### config.mk
export PLATFORM = sky130hd
export DESIGN_NAME = dsp_operand_feeder_flat
export DESIGN_NICKNAME = d
export VERILOG_FILES = /design/src/rtl/dsp_operand_feeder_if.sv /design/src/rtl/dsp_operand_feeder.sv /design/src/flat_wrapper.sv
export SDC_FILE = /design/constraint.sdc
export NUM_CORES = 1
export LEC_CHECK = 0
export BUFFER_PORTS_ARGS = -buffer_cell sky130_fd_sc_hd__buf_2
export CAP_MARGIN = 40
export CORE_AREA = 3 3 235 260
export CTS_BUF_LIST = sky130_fd_sc_hd__clkbuf_4 sky130_fd_sc_hd__clkbuf_8
export CTS_CLUSTER_SIZE = 28
export DETAILED_ROUTE_END_ITERATION = 16
export DIE_AREA = 0 0 238 263
export PLACE_DENSITY_LB_ADDON = 0.25
export SETUP_SLACK_MARGIN = 0.02
export SLEW_MARGIN = 5
export SYNTH_ARGS = -nofsm -noshare
export SYNTH_HDL_FRONTEND = slang
export SYNTH_SLANG_ARGS = --single-unit
### constraint.sdc
create_clock -name CLK -period 4.52 [get_ports CLK]
set_input_delay 0.226 -clock CLK [delete_from_list [all_inputs] [get_ports CLK]]
set_output_delay 0.226 -clock CLK [all_outputs]
set_load 0.02 [all_outputs]
### src/rtl/dsp_operand_feeder_if.sv
// ============================================================================
// dsp_operand_feeder_if : operand, DSP and result signal bundle for the feeder
// Rev 1.0
// ============================================================================
`default_nettype none

interface dsp_operand_feeder_if;
  logic        in_valid;
  logic        in_ready;
  logic [17:0] in_A;
  logic [17:0] in_B;
  logic [47:0] in_C;
  logic [17:0] in_D;
  logic [17:0] dsp_A;
  logic [17:0] dsp_B;
  logic [47:0] dsp_C;
  logic [17:0] dsp_D;
  logic [47:0] dsp_P;
  logic        out_valid;
  logic        out_ready;
  logic [47:0] out_P;
  logic        busy;

  // Feeder side
  modport slave (
    input  in_valid, in_A, in_B, in_C, in_D, dsp_P, out_ready,
    output in_ready, dsp_A, dsp_B, dsp_C, dsp_D, out_valid, out_P, busy
  );

  // Producer / DSP / consumer side
  modport master (
    output in_valid, in_A, in_B, in_C, in_D, dsp_P, out_ready,
    input  in_ready, dsp_A, dsp_B, dsp_C, dsp_D, out_valid, out_P, busy
  );
endinterface

`default_nettype wire

### src/rtl/dsp_operand_feeder.sv
// ============================================================================
// dsp_operand_feeder : buffers operand tuples, issues them credit-gated into a
// fixed-latency DSP and collects the results into a show-ahead FIFO. Rev 1.0
// ============================================================================
`default_nettype none

module dsp_operand_feeder #(
  parameter int DSP_LATENCY = 4,
  parameter int OP_DEPTH    = 4,
  parameter int RES_DEPTH   = 4
) (
  input  logic                 CLK,
  input  logic                 rst_n,
  dsp_operand_feeder_if.slave  bus
);

  localparam int OP_AW  = $clog2(OP_DEPTH);
  localparam int RES_AW = $clog2(RES_DEPTH);
  localparam int OP_W   = 3*18 + 48;
  localparam logic [OP_AW:0]    OP_FULL  = (OP_AW+1)'(OP_DEPTH);
  localparam logic [RES_AW+1:0] CRED_LIM = (RES_AW+2)'(RES_DEPTH);

  logic [OP_W-1:0]        op_mem_q [OP_DEPTH];
  logic [OP_AW-1:0]       op_wr_q, op_wr_d, op_rd_q, op_rd_d;
  logic [OP_AW:0]         op_cnt_q, op_cnt_d;
  logic [47:0]            res_mem_q [RES_DEPTH];
  logic [RES_AW-1:0]      res_wr_q, res_wr_d, res_rd_q, res_rd_d;
  logic [RES_AW:0]        res_cnt_q, res_cnt_d;
  logic [RES_AW:0]        infl_q, infl_d;
  logic [DSP_LATENCY-1:0] vpipe_q, vpipe_d;
  logic [17:0]            dsp_a_q, dsp_a_d, dsp_b_q, dsp_b_d, dsp_d_q, dsp_d_d;
  logic [47:0]            dsp_c_q, dsp_c_d;

  logic              push, issue, capture, pop;
  logic [RES_AW+1:0] cred_used;
  logic [OP_W-1:0]   op_head;

  assign bus.in_ready  = (op_cnt_q < OP_FULL);
  assign push          = bus.in_valid & bus.in_ready;
  assign op_head       = op_mem_q[op_rd_q];
  // Credits count every result that will need a slot: in flight or still held.
  assign cred_used     = {1'b0, infl_q} + {1'b0, res_cnt_q};
  assign issue         = (op_cnt_q != '0) && (cred_used < CRED_LIM);
  assign capture       = vpipe_q[DSP_LATENCY-1];
  assign bus.out_valid = (res_cnt_q != '0);
  assign pop           = bus.out_valid & bus.out_ready;

  generate
    if (DSP_LATENCY > 1) begin : g_vpipe_multi
      assign vpipe_d = {vpipe_q[DSP_LATENCY-2:0], issue};
    end else begin : g_vpipe_single
      assign vpipe_d = issue;
    end
  endgenerate

  always_comb begin
    op_wr_d   = op_wr_q;
    op_rd_d   = op_rd_q;
    op_cnt_d  = op_cnt_q;
    res_wr_d  = res_wr_q;
    res_rd_d  = res_rd_q;
    res_cnt_d = res_cnt_q;
    infl_d    = infl_q;
    if (push)    op_wr_d  = op_wr_q + 1'b1;
    if (issue)   op_rd_d  = op_rd_q + 1'b1;
    if (capture) res_wr_d = res_wr_q + 1'b1;
    if (pop)     res_rd_d = res_rd_q + 1'b1;
    case ({push, issue})
      2'b10:   op_cnt_d = op_cnt_q + 1'b1;
      2'b01:   op_cnt_d = op_cnt_q - 1'b1;
      default: op_cnt_d = op_cnt_q;
    endcase
    case ({capture, pop})
      2'b10:   res_cnt_d = res_cnt_q + 1'b1;
      2'b01:   res_cnt_d = res_cnt_q - 1'b1;
      default: res_cnt_d = res_cnt_q;
    endcase
    case ({issue, capture})
      2'b10:   infl_d = infl_q + 1'b1;
      2'b01:   infl_d = infl_q - 1'b1;
      default: infl_d = infl_q;
    endcase
    // The DSP has no enable, so idle cycles present zero operands.
    {dsp_a_d, dsp_b_d, dsp_c_d, dsp_d_d} = '0;
    if (issue) {dsp_a_d, dsp_b_d, dsp_c_d, dsp_d_d} = op_head;
  end

  always_ff @(posedge CLK or negedge rst_n) begin
    if (!rst_n) begin
      op_wr_q   <= '0;
      op_rd_q   <= '0;
      op_cnt_q  <= '0;
      res_wr_q  <= '0;
      res_rd_q  <= '0;
      res_cnt_q <= '0;
      infl_q    <= '0;
      vpipe_q   <= '0;
      dsp_a_q   <= '0;
      dsp_b_q   <= '0;
      dsp_c_q   <= '0;
      dsp_d_q   <= '0;
    end else begin
      op_wr_q   <= op_wr_d;
      op_rd_q   <= op_rd_d;
      op_cnt_q  <= op_cnt_d;
      res_wr_q  <= res_wr_d;
      res_rd_q  <= res_rd_d;
      res_cnt_q <= res_cnt_d;
      infl_q    <= infl_d;
      vpipe_q   <= vpipe_d;
      dsp_a_q   <= dsp_a_d;
      dsp_b_q   <= dsp_b_d;
      dsp_c_q   <= dsp_c_d;
      dsp_d_q   <= dsp_d_d;
    end
  end

  always_ff @(posedge CLK) begin
    if (push)    op_mem_q[op_wr_q]   <= {bus.in_A, bus.in_B, bus.in_C, bus.in_D};
    if (capture) res_mem_q[res_wr_q] <= bus.dsp_P;
  end

  assign bus.dsp_A = dsp_a_q;
  assign bus.dsp_B = dsp_b_q;
  assign bus.dsp_C = dsp_c_q;
  assign bus.dsp_D = dsp_d_q;
  // Storage is not reset, so the head is masked while the FIFO is empty.
  assign bus.out_P = bus.out_valid ? res_mem_q[res_rd_q] : '0;
  assign bus.busy  = (op_cnt_q != '0) | (infl_q != '0) | (res_cnt_q != '0);

endmodule

`default_nettype wire

### src/flat_wrapper.sv
// flat-port wrapper written by rule: the top's interface ports become plain ports
module dsp_operand_feeder_flat 
#(
  parameter int DSP_LATENCY = 4,
  parameter int OP_DEPTH    = 4,
  parameter int RES_DEPTH   = 4
)
  (CLK, rst_n, bus_in_valid, bus_in_A, bus_in_B, bus_in_C, bus_in_D, bus_dsp_P, bus_out_ready, bus_in_ready, bus_dsp_A, bus_dsp_B, bus_dsp_C, bus_dsp_D, bus_out_valid, bus_out_P, bus_busy);
  dsp_operand_feeder_if bus_i ();
  input  logic CLK;
  input  logic rst_n;
  input wire logic [$bits(bus_i.in_valid)-1:0] bus_in_valid;
  input wire logic [$bits(bus_i.in_A)-1:0] bus_in_A;
  input wire logic [$bits(bus_i.in_B)-1:0] bus_in_B;
  input wire logic [$bits(bus_i.in_C)-1:0] bus_in_C;
  input wire logic [$bits(bus_i.in_D)-1:0] bus_in_D;
  input wire logic [$bits(bus_i.dsp_P)-1:0] bus_dsp_P;
  input wire logic [$bits(bus_i.out_ready)-1:0] bus_out_ready;
  output wire logic [$bits(bus_i.in_ready)-1:0] bus_in_ready;
  output wire logic [$bits(bus_i.dsp_A)-1:0] bus_dsp_A;
  output wire logic [$bits(bus_i.dsp_B)-1:0] bus_dsp_B;
  output wire logic [$bits(bus_i.dsp_C)-1:0] bus_dsp_C;
  output wire logic [$bits(bus_i.dsp_D)-1:0] bus_dsp_D;
  output wire logic [$bits(bus_i.out_valid)-1:0] bus_out_valid;
  output wire logic [$bits(bus_i.out_P)-1:0] bus_out_P;
  output wire logic [$bits(bus_i.busy)-1:0] bus_busy;
  assign bus_i.in_valid = bus_in_valid;
  assign bus_i.in_A = bus_in_A;
  assign bus_i.in_B = bus_in_B;
  assign bus_i.in_C = bus_in_C;
  assign bus_i.in_D = bus_in_D;
  assign bus_i.dsp_P = bus_dsp_P;
  assign bus_i.out_ready = bus_out_ready;
  assign bus_in_ready = bus_i.in_ready;
  assign bus_dsp_A = bus_i.dsp_A;
  assign bus_dsp_B = bus_i.dsp_B;
  assign bus_dsp_C = bus_i.dsp_C;
  assign bus_dsp_D = bus_i.dsp_D;
  assign bus_out_valid = bus_i.out_valid;
  assign bus_out_P = bus_i.out_P;
  assign bus_busy = bus_i.busy;
  dsp_operand_feeder #(.DSP_LATENCY(DSP_LATENCY), .OP_DEPTH(OP_DEPTH), .RES_DEPTH(RES_DEPTH)) u_core (.CLK(CLK), .rst_n(rst_n), .bus(bus_i));
endmodule
* Word-level counts from Yosys, hierarchy flattened
Memories as Yosys holds them, arrays and structs flattened. Cells that the tools add are included.
Storage, ports and cells: flip-flop bits (word level) 123, bits in latches 0, memory bits (writable) 600, bits in read-only memories 0, input bits 154, logic and storage cells 56, memories kept 2
Memory list:
- u_core.op_mem_q | words 4, bits a word 102, rd ports 1, clocked after Yosys merged registers in 0, write ports 1, line dsp_operand_feeder.sv:23 | logic [OP_W-1:0] op_mem_q [OP_DEPTH];
- u_core.res_mem_q | words 4, bits a word 48, rd ports 1, clocked after Yosys merged registers in 0, write ports 1, line dsp_operand_feeder.sv:26 | logic [47:0] res_mem_q [RES_DEPTH];
Cells by class: add/subtract/negate cells 11, $mul 0, divide/modulo/power cells 0, magnitude comparators 2, equal/unequal tests 6, shift operators 0, multiplexer cells 12, bitwise logic cells 4, reduce and logical (&&, ||, !) cells 7
Operators with widths (count):
- 48-bit two-way mux | 2
- 18-bit two-way mux | 3
- 3-bit case mux with 2 select lines | 3
- 3-bit by 1-bit adder with 3-bit output (second input constant) | 3
- 3-bit nonzero test | 3
- 3-bit by 1-bit subtractor with 3-bit output (second input constant) | 3
- 2-bit by 1-bit adder with 2-bit output (second input constant) | 4
- 2-bit by 1-bit equality test with 1-bit output (second input constant) | 3
- 2-bit equality test (second input constant) | 3
- 2-bit nonzero test | 3
- 3-bit by 3-bit adder with 4-bit output | 1
- 4-bit by 3-bit less-than comparator with 1-bit output (second input constant) | 1
- 1-bit two-way mux | 4
- 3-bit less-than comparator (second input constant) | 1
- 1-bit AND | 2
- 1-bit OR | 2
- 1-bit logical AND | 1

* Longest topological paths before layout
Gate-level depths: netlist of run 1.
depth in word-level cells 5, gate-level depth with buffers 13

* Least setup slack after synthesis of run 1
No wires, ideal clock.
path type register -> register, start point reg u_core.op_cnt_q[2], end point mem u_core.op_mem_q[0][0] (netlist name), enable pin, setup time 0.472 ns, data arrival time 3.093 ns, data required time 4.048 ns, setup slack 0.954 ns, stages on the path, launching flop included 4, period minus slack after synthesis 3.566 ns, cells stage by stage dfrtp_1 > nor2b_1 > clkbuf_1 > and2_1
Between the ends: word-level cells in the longest chain between the ends 4
Ends and longest elaborated chain:
- from (decl) | line dsp_operand_feeder.sv:25 | logic [OP_AW:0] op_cnt_q, op_cnt_d;
- from (signal assigned) | line dsp_operand_feeder.sv:105 | op_cnt_q <= op_cnt_d;
- 3-bit less-than comparator | line dsp_operand_feeder.sv:38 | assign bus.in_ready = (op_cnt_q < OP_FULL);
- 1-bit AND | line dsp_operand_feeder.sv:39 | assign push = bus.in_valid & bus.in_ready;
- 1-bit two-way mux | line dsp_operand_feeder.sv:119 | if (push) op_mem_q[op_wr_q] <= {bus.in_A, bus.in_B, bus.in_C, bus.in_D};
- 1-bit two-way mux (implied by the code) | line dsp_operand_feeder.sv:119
- to (decl) | line dsp_operand_feeder.sv:23
No other way between the ends.

* Worst setup path in the final report of run 1
start point reg u_core.infl_q[2], end point reg u_core.op_cnt_q[2]
Between the ends: word-level cells in the longest chain between the ends 5
Ends and longest elaborated chain:
- from (decl) | line dsp_operand_feeder.sv:29 | logic [RES_AW:0] infl_q, infl_d;
- from (signal assigned) | line dsp_operand_feeder.sv:109 | infl_q <= infl_d;
- 3-bit by 3-bit adder with 4-bit output (*) | line dsp_operand_feeder.sv:42 | assign cred_used = {1'b0, infl_q} + {1'b0, res_cnt_q};
- 4-bit by 3-bit less-than comparator with 1-bit output (*) | line dsp_operand_feeder.sv:43 | assign issue = (op_cnt_q != '0) && (cred_used < CRED_LIM);
- 1-bit logical AND (*) | line dsp_operand_feeder.sv:43
- via u_core.issue | line dsp_operand_feeder.sv:34 | logic push, issue, capture, pop;
- 2-bit by 1-bit equality test with 1-bit output / 2-bit equality test (equally long branches) | line dsp_operand_feeder.sv:68 | case ({push, issue})
- 3-bit case mux with 2 select lines / 2-bit nonzero test (equally long branches)
The timed path passes the listed nets; every way through them passes the cells marked *. A chain may end at the register's enable or synchronous reset.

==> results_dict.tcl, run 1 <==
set metrics [dict create \
    pin_count 307 \
    cp.arrival_ns 3.58 \
    final_area_um2 32760 \
    synth_compound_area_frac 0.0009516 \
    ant_nets 0 \
    post_cts_buffers 0 \
    outcome "completed" \
    tns_ns 0 \
    area_growth_pct 24.58 \
    syn_nets 1323 \
    grt_setup_unrepaired "no" \
    die_h_um 263 \
    synth_fa_ha_area_frac 0.008469 \
    hpwl_um 32020 \
    cap_violations 0 \
    wire_per_inst_um 21.47 \
    synth_seq_cells 723 \
    clk_latency_ns 0.71 \
    core_um2 58530 \
    place_congestion 0.7201 \
    cts_root_buf "clkbuf_8" \
    synth_seq_area_share 0.8022 \
    p_leak_nw 12.05 \
    final-setup-viol-count 0 \
    top_usage_layer "met2" \
    synth.area.mux_share 0.1292 \
    start_util 0.4493 \
    synth_top_family_by_area "multiplexers" \
    met3_usage 0.05689 \
    period_minus_slack_ns 2.977 \
    portBuffers 306 \
    antenna_found_initial 8 \
    hp-class "in2async" \
    cp.required_ns 5.12 \
    via_per_inst 5.013 \
    worstMarginPinSlew_ns 0.7814 \
    start_kind "flip-flop" \
    numCtsBuffers 110 \
    grt_max_degree 75 \
    path_class "reg2reg" \
    dpl-instance-area_um2 28900 \
    via_count 12810 \
    grt-ovfl-total 0 \
    cts_max_level 3 \
    die_area_um2 62590 \
    ir_worst_vdd_mv 0.4156 \
    synth_area_um2 26300 \
    clock.fmax_mhz 335.9 \
    syn_area_per_cell_um2 22.81 \
    drc 0 \
    synth_cell_types 26 \
    clockBufferDepth 3 \
    num_rows 93 \
    grt_usage 0.1781 \
    final_layout_size_suffix_gt1_frac 0.3826 \
    drt-initial-drc-count 730 \
    cp-end-kind "flip-flop" \
    fill_cells 4470 \
    fin_crit_sh 0.6586 \
    synth_xor_area_frac 0.005281 \
    pwr_density_cell_nw_per_um2 623.3 \
    met1_usage 0.2203 \
    clock_sinks 723 \
    fp.dieW_um 238 \
    grt_pass1_vias 14290 \
    skew_ns 0.03403 \
    cts_tree "done" \
    layout_common_cells "edfxtp_1 (600), buf_2 (305), dlygate4sd3_1 (153), mux4_2 (150), clkbuf_8 (128)" \
    layout_commonest_cell "edfxtp_1" \
    drv_slew 0 \
    dpl.cell_count 2191 \
    clkTransAtPathRegs_ns 0.07 \
    layout.nets 1866 \
    crit_path_max_fanout 47 \
    use_met2 0.2992 \
    hold_viol 0 \
    synthSimpleGateAreaFrac 0.04125 \
    wl_um 54870 \
    first_pass_iters 4 \
    synthCells 1153 \
    final_cells 2556 \
    grt_pass1_wl_um 84240 \
    slew_headroom 0.4790 \
    ys_warn_count 0 \
]
-- Yosys cell counts --
library cell,n,area (µm²)
mux2i_1,2,20.02
nor3_1,2,10.01
clkbuf_1,25,93.84
dfrtp_1,123,3078
nand3_1,1,5.000
nor2b_2,7,61.31
buf_6,6,67.56
inv_1,17,63.81
nor4b_1,1,8.760
or3_1,2,12.51
nand2_1,3,11.26
buf_1,3,11.26
nor2_1,3,11.26
xor2_1,8,70.07
fa_1,3,60.06
mux4_2,150,3378
nor2b_1,96,600.6
xnor2_1,6,52.55
xnor2_2,1,16.27
nand3b_1,1,7.510
o21ai_0,3,15.01
ha_1,13,162.7
a311o_1,1,10.01
edfxtp_1,600,18020
and2_1,57,356.6
buf_2,19,95.09
-- path summary, 6_finish.rpt --
path                                               endpoint  cells after the start  slack [ns]                          from
max in group asynchronous     u_core.op_rd_q[1]$_DFFE_PN0P_                      3        3.41                         rst_n
min in group CLK           u_core.op_mem_q[3][33]$_DFFE_PP_                      2        0.27                  bus_in_C[15]
min                           u_core.bus.dsp_C[3]$_DFF_PN0_                      2        0.13                         rst_n
max                          u_core.op_cnt_q[2]$_DFFE_PN0P_                     10        1.54  u_core.infl_q[2]$_DFFE_PN0P_
min reg2reg                     u_core.vpipe_q[3]$_DFF_PN0_                      0        0.35   u_core.vpipe_q[2]$_DFF_PN0_
max reg2reg                  u_core.op_cnt_q[2]$_DFFE_PN0P_                     10        1.54  u_core.infl_q[2]$_DFFE_PN0P_
-- final cells by class --
cell class / instances / area, µm² / area share
clock buffer: 162 / 2017 / 0.06156
tap: 760 / 950.9 / 0.02903
timing repair buffer: 484 / 3422 / 0.1045
clock inverter: 47 / 302.8 / 0.009242
sequential: 723 / 21110 / 0.6443
multi-input combinational: 360 / 4890 / 0.1493
inverter: 17 / 63.81 / 0.001948
antenna: 3 / 7.507 / 0.0002291
-- registers in the layout, indices dropped and copies added, names as in the netlist, 3 cells and up --
name and count:
u_core.bus.dsp_B 18, u_core.infl_q 3, u_core.bus.dsp_C 48, u_core.bus.dsp_A 18, u_core.vpipe_q 4, u_core.op_mem_q 408, u_core.bus.dsp_D 18, u_core.res_mem_q 192
u_core.res_cnt_q 3, u_core.op_cnt_q 3
-- critical path: stages, from the launching register on --
cell	delay, ns
dfrtp_1	0.41
ha_1	0.30
a311o_1	0.34
or3_4	0.65
inv_1	0.16
ha_1	0.19
inv_1	0.06
fa_1	0.37
xor2_1	0.15
nor2_1	0.12
xnor2_1	0.12
-- logic make-up after synthesis --
logic type	count (synthesis)
flip-flops	723
AND/OR/NAND/NOR	173
multiplexers	152
buffers and inverters	70
adder cells (fa/ha/maj)	16
XOR/XNOR	15
AO/OA/AOI/OAI	4
-- layer usage --
layer	up-vias	wire length [µm]
met5	-	56
met4	10	1208
met3	100	4198
met2	397	27340
met1	6622	22070
li1	5685	-
-- where the power goes --
part	internal, W	switching, W
Clock	0.00300	0.00248
Combinational	0.00271	0.00326
Sequential	0.00844	0.000533
-- per-stage QoR --
stage	worst slack (ns)	total power [W]	utilization	hold WS, ns
finish	1.543	0.02042	0.5597	0.1302
CTS	1.495	0.02082	0.5596	0.07469
detailed placement	1.547	0.01514	0.4938	0.2982
global route	1.354	0.02158	0.5597	0.1288
floorplan	0.9544	0.01322	-	-0.06959
global placement	1.548	0.01493	0.4912	0.2841
-- what timing repair did --
action | in CTS | in global routing
hold buffers | 153 | 0
resized for setup | 0 | 0
endpoints found under the hold margin | 659 | 0
Power figures use the tool's default switching activity.
==> run 2, diff against run 1 <==
Settings changed: ABC_AREA from default to 1, CORE_AREA 3 3 235 260 to 3 3 249 275, DIE_AREA 0 0 238 263 to 0 0 252 278.
Clock period 4.52 ns to 3.1 ns, I/O delays scaled along.
==> results_dict.tcl, run 2 <==
set metrics [dict create \
    fin_crit_sh 0.9146 \
    grt_usage 0.1958 \
    hold_viol 0 \
    via_count 19650 \
    outcome "completed" \
    start_util 0.4474 \
    clockBufferDepth 3 \
    layout_common_cells "nand2_1 (924), inv_1 (631), edfxtp_1 (600), buf_2 (305), nand3_1 (259)" \
    post_cts_buffers 0 \
    crit_path_max_fanout 39 \
    core_um2 66150 \
    clk_latency_ns 0.71 \
    cp-end-kind "output port" \
    clkTransAtPathRegs_ns 0.06 \
    ir_worst_vdd_mv 0.6276 \
    final_layout_size_suffix_gt1_frac 0.1685 \
    regMostFlops "u_core.op_mem_q" \
    p_leak_nw 17.51 \
    grt_setup_unrepaired "no" \
    cts_resized 0 \
    first_pass_iters 6 \
    p_sw_frac 0.3721 \
    dp_slack_ns 0.8967 \
    met3_usage 0.04467 \
    postLayoutSetupSlackWorst_ns 0.2647 \
    skew_ns 0.03540 \
    syn_area_per_cell_um2 10.71 \
    reg2reg_slack_ns 0.92 \
    pwr-share-clk 0.261 \
    grt_max_degree 207 \
    reg2reg_to "u_core.op_cnt_q[2]$_DFFE_PN0P_" \
    place_congestion 0.7478 \
    synth_cell_types 23 \
    die_h_um 278 \
    antenna_found_initial 9 \
    synth_ff_type "edfxtp_1" \
    die_area_um2 70060 \
    top_usage_layer "met2" \
    drv_slew 0 \
    seq_power_share 0.395 \
    dpl-instance-area_um2 32260 \
    numCtsBuffers 114 \
    synth-edff-count 600 \
    pwr_density_cell_nw_per_um2 898.1 \
    final_area_um2 36320 \
    slew_headroom 0.2390 \
    synth_most_common_cell "nand2_1" \
    synth_seq_area_share 0.7129 \
    pin_count 307 \
    cp.arrival_ns 2.68 \
    async_reset_ff_frac 0.1701 \
    via_per_inst 4.646 \
    num_rows 99 \
    synth_seq_cells 723 \
    wire_per_inst_um 16.19 \
    p_int_w 0.02048 \
    hold_depth 3 \
    clock.fmax_mhz 352.7 \
    cp.required_ns 2.94 \
    start_kind "flip-flop" \
    largest_register_ffs 408 \
    yosysTopAreaCell "edfxtp_1" \
    period_minus_slack_ns 2.835 \
    syn_nets 2932 \
    final_util 0.5491 \
    clock_sinks 723 \
    power_frac_comb 0.344 \
    grt_pass1_wl_um 107300 \
    r2r_cells 10 \
    fp.dieW_um 252 \
    final_cells 4230 \
    cap_violations 0 \
    synth_area_um2 29590 \
    grt_pass1_vias 19960 \
    synth_top_cells_by_area "edfxtp_1 (61%), nand2_1 (12%), dfrtp_1 (10%), inv_1 (8.1%), nand3_1 (4.4%)" \
    dpl.cell_count 3851 \
    hold_path.startpoint "bus_in_valid" \
    area_growth_pct 22.73 \
    worstMarginPinSlew_ns 1.141 \
    cts_max_level 3 \
    holdPathEnd "u_core.op_wr_q[0]$_DFFE_PN0P_" \
    synthCells 2762 \
    fill_cells 5693 \
    ant_nets 0 \
    path_class "reg2out" \
    drc 0 \
    ys_warn_count 0 \
    r2r_start "u_core.infl_q[2]$_DFFE_PN0P_" \
    met1_usage 0.2391 \
    p_sw_w 0.01214 \
    synth_common_cells "nand2_1 (924), inv_1 (636), edfxtp_1 (600)" \
    portBuffers 306 \
    cts_root_buf "clkbuf_8" \
    wl_um 68460 \
    synth_top_area_share 0.6089 \
    use_met2 0.3434 \
    grt-ovfl-total 0 \
    drt-initial-drc-count 1069 \
    layout.nets 3433 \
    hpwl_um 39860 \
    whs_ns 0.09134 \
    layout_commonest_cell "nand2_1" \
    cts_tree "done" \
    final-setup-viol-count 0 \
    hp-class "in2reg" \
]
run 2: changes by cell type in the layout (fill, tap and decap cells not counted), sizes merged, moves of 3 or more:
cell,change
xnor2,-3
bufinv,+3
inv,+626
clkinv,+3
and2,-57
nand2,+921
nor2,+7
a21oi,+49
nor2b,-103
nand3,+259
mux4,-150
buf,+17
diode,+4
run 2: metal layers:
metal / vias to the layer above / wire length, µm
li1: 9590 / -
met5: - / 21
met4: 4 / 1473
met2: 574 / 34510
met3: 122 / 4635
met1: 9364 / 27830
run 2: cell families (layout without fill, tap and decap cells):
| group | after synthesis | in the layout | synth area share |
|---|---|---|---|
| flops | 723 | 723 | 0.7129 |
| buf+inv | 760 | 1363 | 0.1034 |
| other cells | 0 | 7 | 0 |
| simple gates | 1198 | 1198 | 0.1638 |
| fa+ha+maj | 16 | 16 | 0.007526 |
| xor+xnor | 11 | 11 | 0.003256 |
| compound gates | 54 | 54 | 0.009133 |
run 2: how the worst max path moves through the flow:
stage,startpoint,end,slack (ns)
after floorplan,u_core.op_cnt_q[2]$_DFFE_PN0P_,u_core.op_mem_q[0][0]$_DFFE_PP_,-0.74
after global placement,u_core.infl_q[2]$_DFFE_PN0P_,u_core.op_cnt_q[2]$_DFFE_PN0P_,0.81
after detailed placement,u_core.infl_q[2]$_DFFE_PN0P_,u_core.op_cnt_q[2]$_DFFE_PN0P_,0.90
after CTS,u_core.res_rd_q[0]$_DFFE_PN0N_,bus_out_P[7],0.16
after global routing,u_core.res_rd_q[0]$_DFFE_PN0N_,bus_out_P[7],0.08
final,u_core.res_rd_q[0]$_DFFE_PN0N_,bus_out_P[7],0.26
run 2: stage by stage:
step	total power, W	setup TNS (ns)
global route	0.03483	0
floorplan	0.02071	-301.87
detailed placement	0.02425	0
global placement	0.02400	0
finish	0.03262	0
CTS	0.03305	0
run 2: area by class of cell:
type / instances / area, µm² / area share
repair buffers: 502 / 3735 / 0.1028
inverters: 643 / 2421 / 0.06666
well taps: 858 / 1074 / 0.02956
multi-input cells: 1279 / 5466 / 0.1505
clock inverters: 55 / 435.4 / 0.01199
diodes: 7 / 17.52 / 0.0004823
flip-flops and latches: 723 / 21110 / 0.5812
clock buffers: 163 / 2062 / 0.05677
run 2: worst max-delay path, stage by stage, from the launching register on:
cell and delay (ns):
dfrtp_4 0.47, inv_2 0.57, buf_4 0.34, nand2_1 0.08, nand2_1 0.07, nand2_1 0.05
a21oi_1 0.19, buf_2 0.20
run 2: power groups by stage:
stage / clock (W) / combinational [W] / sequential, W
final: 0.00850 / 0.0112 / 0.0129
after global routing: 0.00924 / 0.0126 / 0.0130
after CTS: 0.00876 / 0.0114 / 0.0129
after detailed placement: 0 / 0.0112 / 0.0131
after global placement: 0 / 0.0110 / 0.0130
after floorplan: 0 / 0.00747 / 0.0132
run 2: repair_timing:
| action | in CTS | in global routing |
|---|---|---|
| setup endpoints to repair | 0 | 0 |
| hold endpoints to repair | 727 | 0 |
| hold buffers | 154 | 0 |
==> run 3, diff against run 2 <==
--- a/config.mk
+++ b/config.mk
@@ -15,3 +15,2 @@
 export DIE_AREA = 0 0 252 278
-export PLACE_DENSITY_LB_ADDON = 0.25
 export SETUP_SLACK_MARGIN = 0.02
==> constraint.sdc (replaced) <==
create_clock -name CLK -period 3.35 [get_ports CLK]
set_input_delay 0.1675 -clock CLK [delete_from_list [all_inputs] [get_ports CLK]]
set_output_delay 0.1675 -clock CLK [all_outputs]
set_load 0.01 [all_outputs]
==> results_dict.tcl, run 3 (synthesized netlist as in run 2, its figures left out) <==
set metrics [dict create \
    cp-end-kind "output port" \
    grt_max_degree 207 \
    area_growth_pct 21.98 \
    drv_slew 0 \
    numCtsBuffers 113 \
    endpoint "bus_out_P[32]" \
    outcome "completed" \
    start_kind "flip-flop" \
    regMostFlops "u_core.op_mem_q" \
    hp-class "in2async" \
    power.total_w 0.02959 \
    seq_area_um2 21110 \
    fp.dieW_um 252 \
    reg2reg_slack_ns 1.08 \
    dpl-instance-area_um2 32040 \
    layout_commonest_cell "nand2_1" \
    grt_pass1_vias 19960 \
    slew_headroom 0.3287 \
    clkTransAtPathRegs_ns 0.06 \
    ant_nets 0 \
    clk_latency_ns 0.71 \
    wire_per_inst_um 16.33 \
    cp.required_ns 3.18 \
    skew_ns 0.03401 \
    critPathLaunch "u_core.res_rd_q[1]$_DFFE_PN0N_" \
    ir_worst_vdd_mv 0.7744 \
    first_pass_iters 7 \
    num_rows 99 \
    final_util 0.5457 \
    reg2reg_to "u_core.op_cnt_q[2]$_DFFE_PN0P_" \
    die_area_um2 70060 \
    tns_ns 0 \
    grt-ovfl-total 0 \
    fin_crit_sh 0.7735 \
    period_minus_slack_ns 2.591 \
    portBuffers 306 \
    place_congestion 0.7446 \
    p_leak_nw 17.45 \
    grt_setup_unrepaired "no" \
    crit_path_max_fanout 28 \
    layout.nets 3424 \
    drt-initial-drc-count 1133 \
    layout_common_cells "nand2_1 (924), inv_1 (631), edfxtp_1 (600), buf_2 (305), nand3_1 (259)" \
    final_area_um2 36100 \
    cts_max_level 3 \
    wl_um 68930 \
    top_usage_layer "met2" \
    drc 0 \
    hold_viol 0 \
    whs_ns 0.1077 \
    grt_usage 0.1959 \
    cap_violations 0 \
    multi_input_area_um2 5466 \
    use_met2 0.3435 \
    hpwl_um 38580 \
    largest_register_ffs 408 \
    fill_cells 5740 \
    final-setup-viol-count 0 \
    cp.arrival_ns 2.42 \
    r2r_cells 11 \
    final_layout_size_suffix_gt1_frac 0.1685 \
    cts_root_buf "clkbuf_8" \
    grt_pass1_wl_um 107500 \
    r2r_start "u_core.infl_q[2]$_DFFE_PN0P_" \
    core_um2 66150 \
    die_h_um 278 \
    cts_tree "done" \
    pin_count 307 \
    clock.fmax_mhz 385.9 \
    antenna_found_initial 13 \
    via_count 19640 \
    post_cts_buffers 0 \
    met3_usage 0.05112 \
    via_per_inst 4.652 \
    clockBufferDepth 3 \
    clock_sinks 723 \
    path_class "reg2out" \
    start_util 0.4474 \
    worstMarginPinSlew_ns 1.007 \
    met1_usage 0.2368 \
    pwr_density_cell_nw_per_um2 819.7 \
]
-- run 3: cell count changes in the layout (fill, tap and decap cells not counted), sizes merged --
cell	before	now
diode	7	10
dlygate4sd3	154	152
clkinv	41	32
buf	348	342
bufinv	5	6
inv	647	648
clkinvlp	5	0
clkbuf	163	172
-- run 3: worst min-delay path by stage --
stage,startpoint,to,slack [ns],cells after the start
6_report,rst_n,u_core.bus.dsp_D[15]$_DFF_PN0_,0.11,2
3_3_place_gp,rst_n,u_core.bus.dsp_C[22]$_DFF_PN0_,0.29,1
2_1_floorplan,rst_n,u_core.bus.dsp_A[0]$_DFF_PN0_,-0.13,0
3_5_place_dp,rst_n,u_core.bus.dsp_C[22]$_DFF_PN0_,0.29,1
4_1_cts,rst_n,u_core.bus.dsp_C[22]$_DFF_PN0_,0.06,2
5_1_grt,rst_n,u_core.bus.dsp_C[22]$_DFF_PN0_,0.14,2
-- run 3: layer usage --
metal,part of all wire,vias to the layer above
met4,0.021,8
met1,0.41,9484
met5,0.00070,-
met3,0.065,110
met2,0.50,457
li1,-,9583
-- run 3: what timing repair did --
action	CTS	global route
endpoints found under the hold margin	674	0
hold buffers	152	0
gates resized for setup	0	0
-- run 3: report_power, final --
group	total, W	leakage [nW]	switching [W]	internal (W)
clock	0.00795	1.34	0.00342	0.00453
combinational	0.00975	9.03	0.00671	0.00304
sequential	0.0119	7.08	0.000502	0.0114
total	0.0296	17.4	0.0106	0.0190
-- run 3: final cells by class --
| type | instances | area share |
|---|---|---|
| multi-input combinational | 1279 | 0.1514 |
| inverter | 643 | 0.06707 |
| timing repair buffer | 494 | 0.09695 |
| tap | 858 | 0.02974 |
| antenna | 10 | 0.0006933 |
| clock inverter | 43 | 0.01075 |
| sequential | 723 | 0.5847 |
| clock buffer | 172 | 0.05865 |
-- run 3: metrics by stage --
step | setup WS (ns) | cells
floorplan | -0.4417 | 2762
global placement | 1.102 | 3844
detailed placement | 1.086 | 3845
CTS | 0.6541 | 4212
global route | 0.5570 | 4216
finish | 0.7586 | 4222
-- run 3: worst max-delay path, cell delays in order, from the launching register on --
cell and delay (ns):
dfrtp_2 0.40, inv_2 0.51, buf_4 0.34, nand3_1 0.10, a21oi_1 0.20, buf_2 0.17
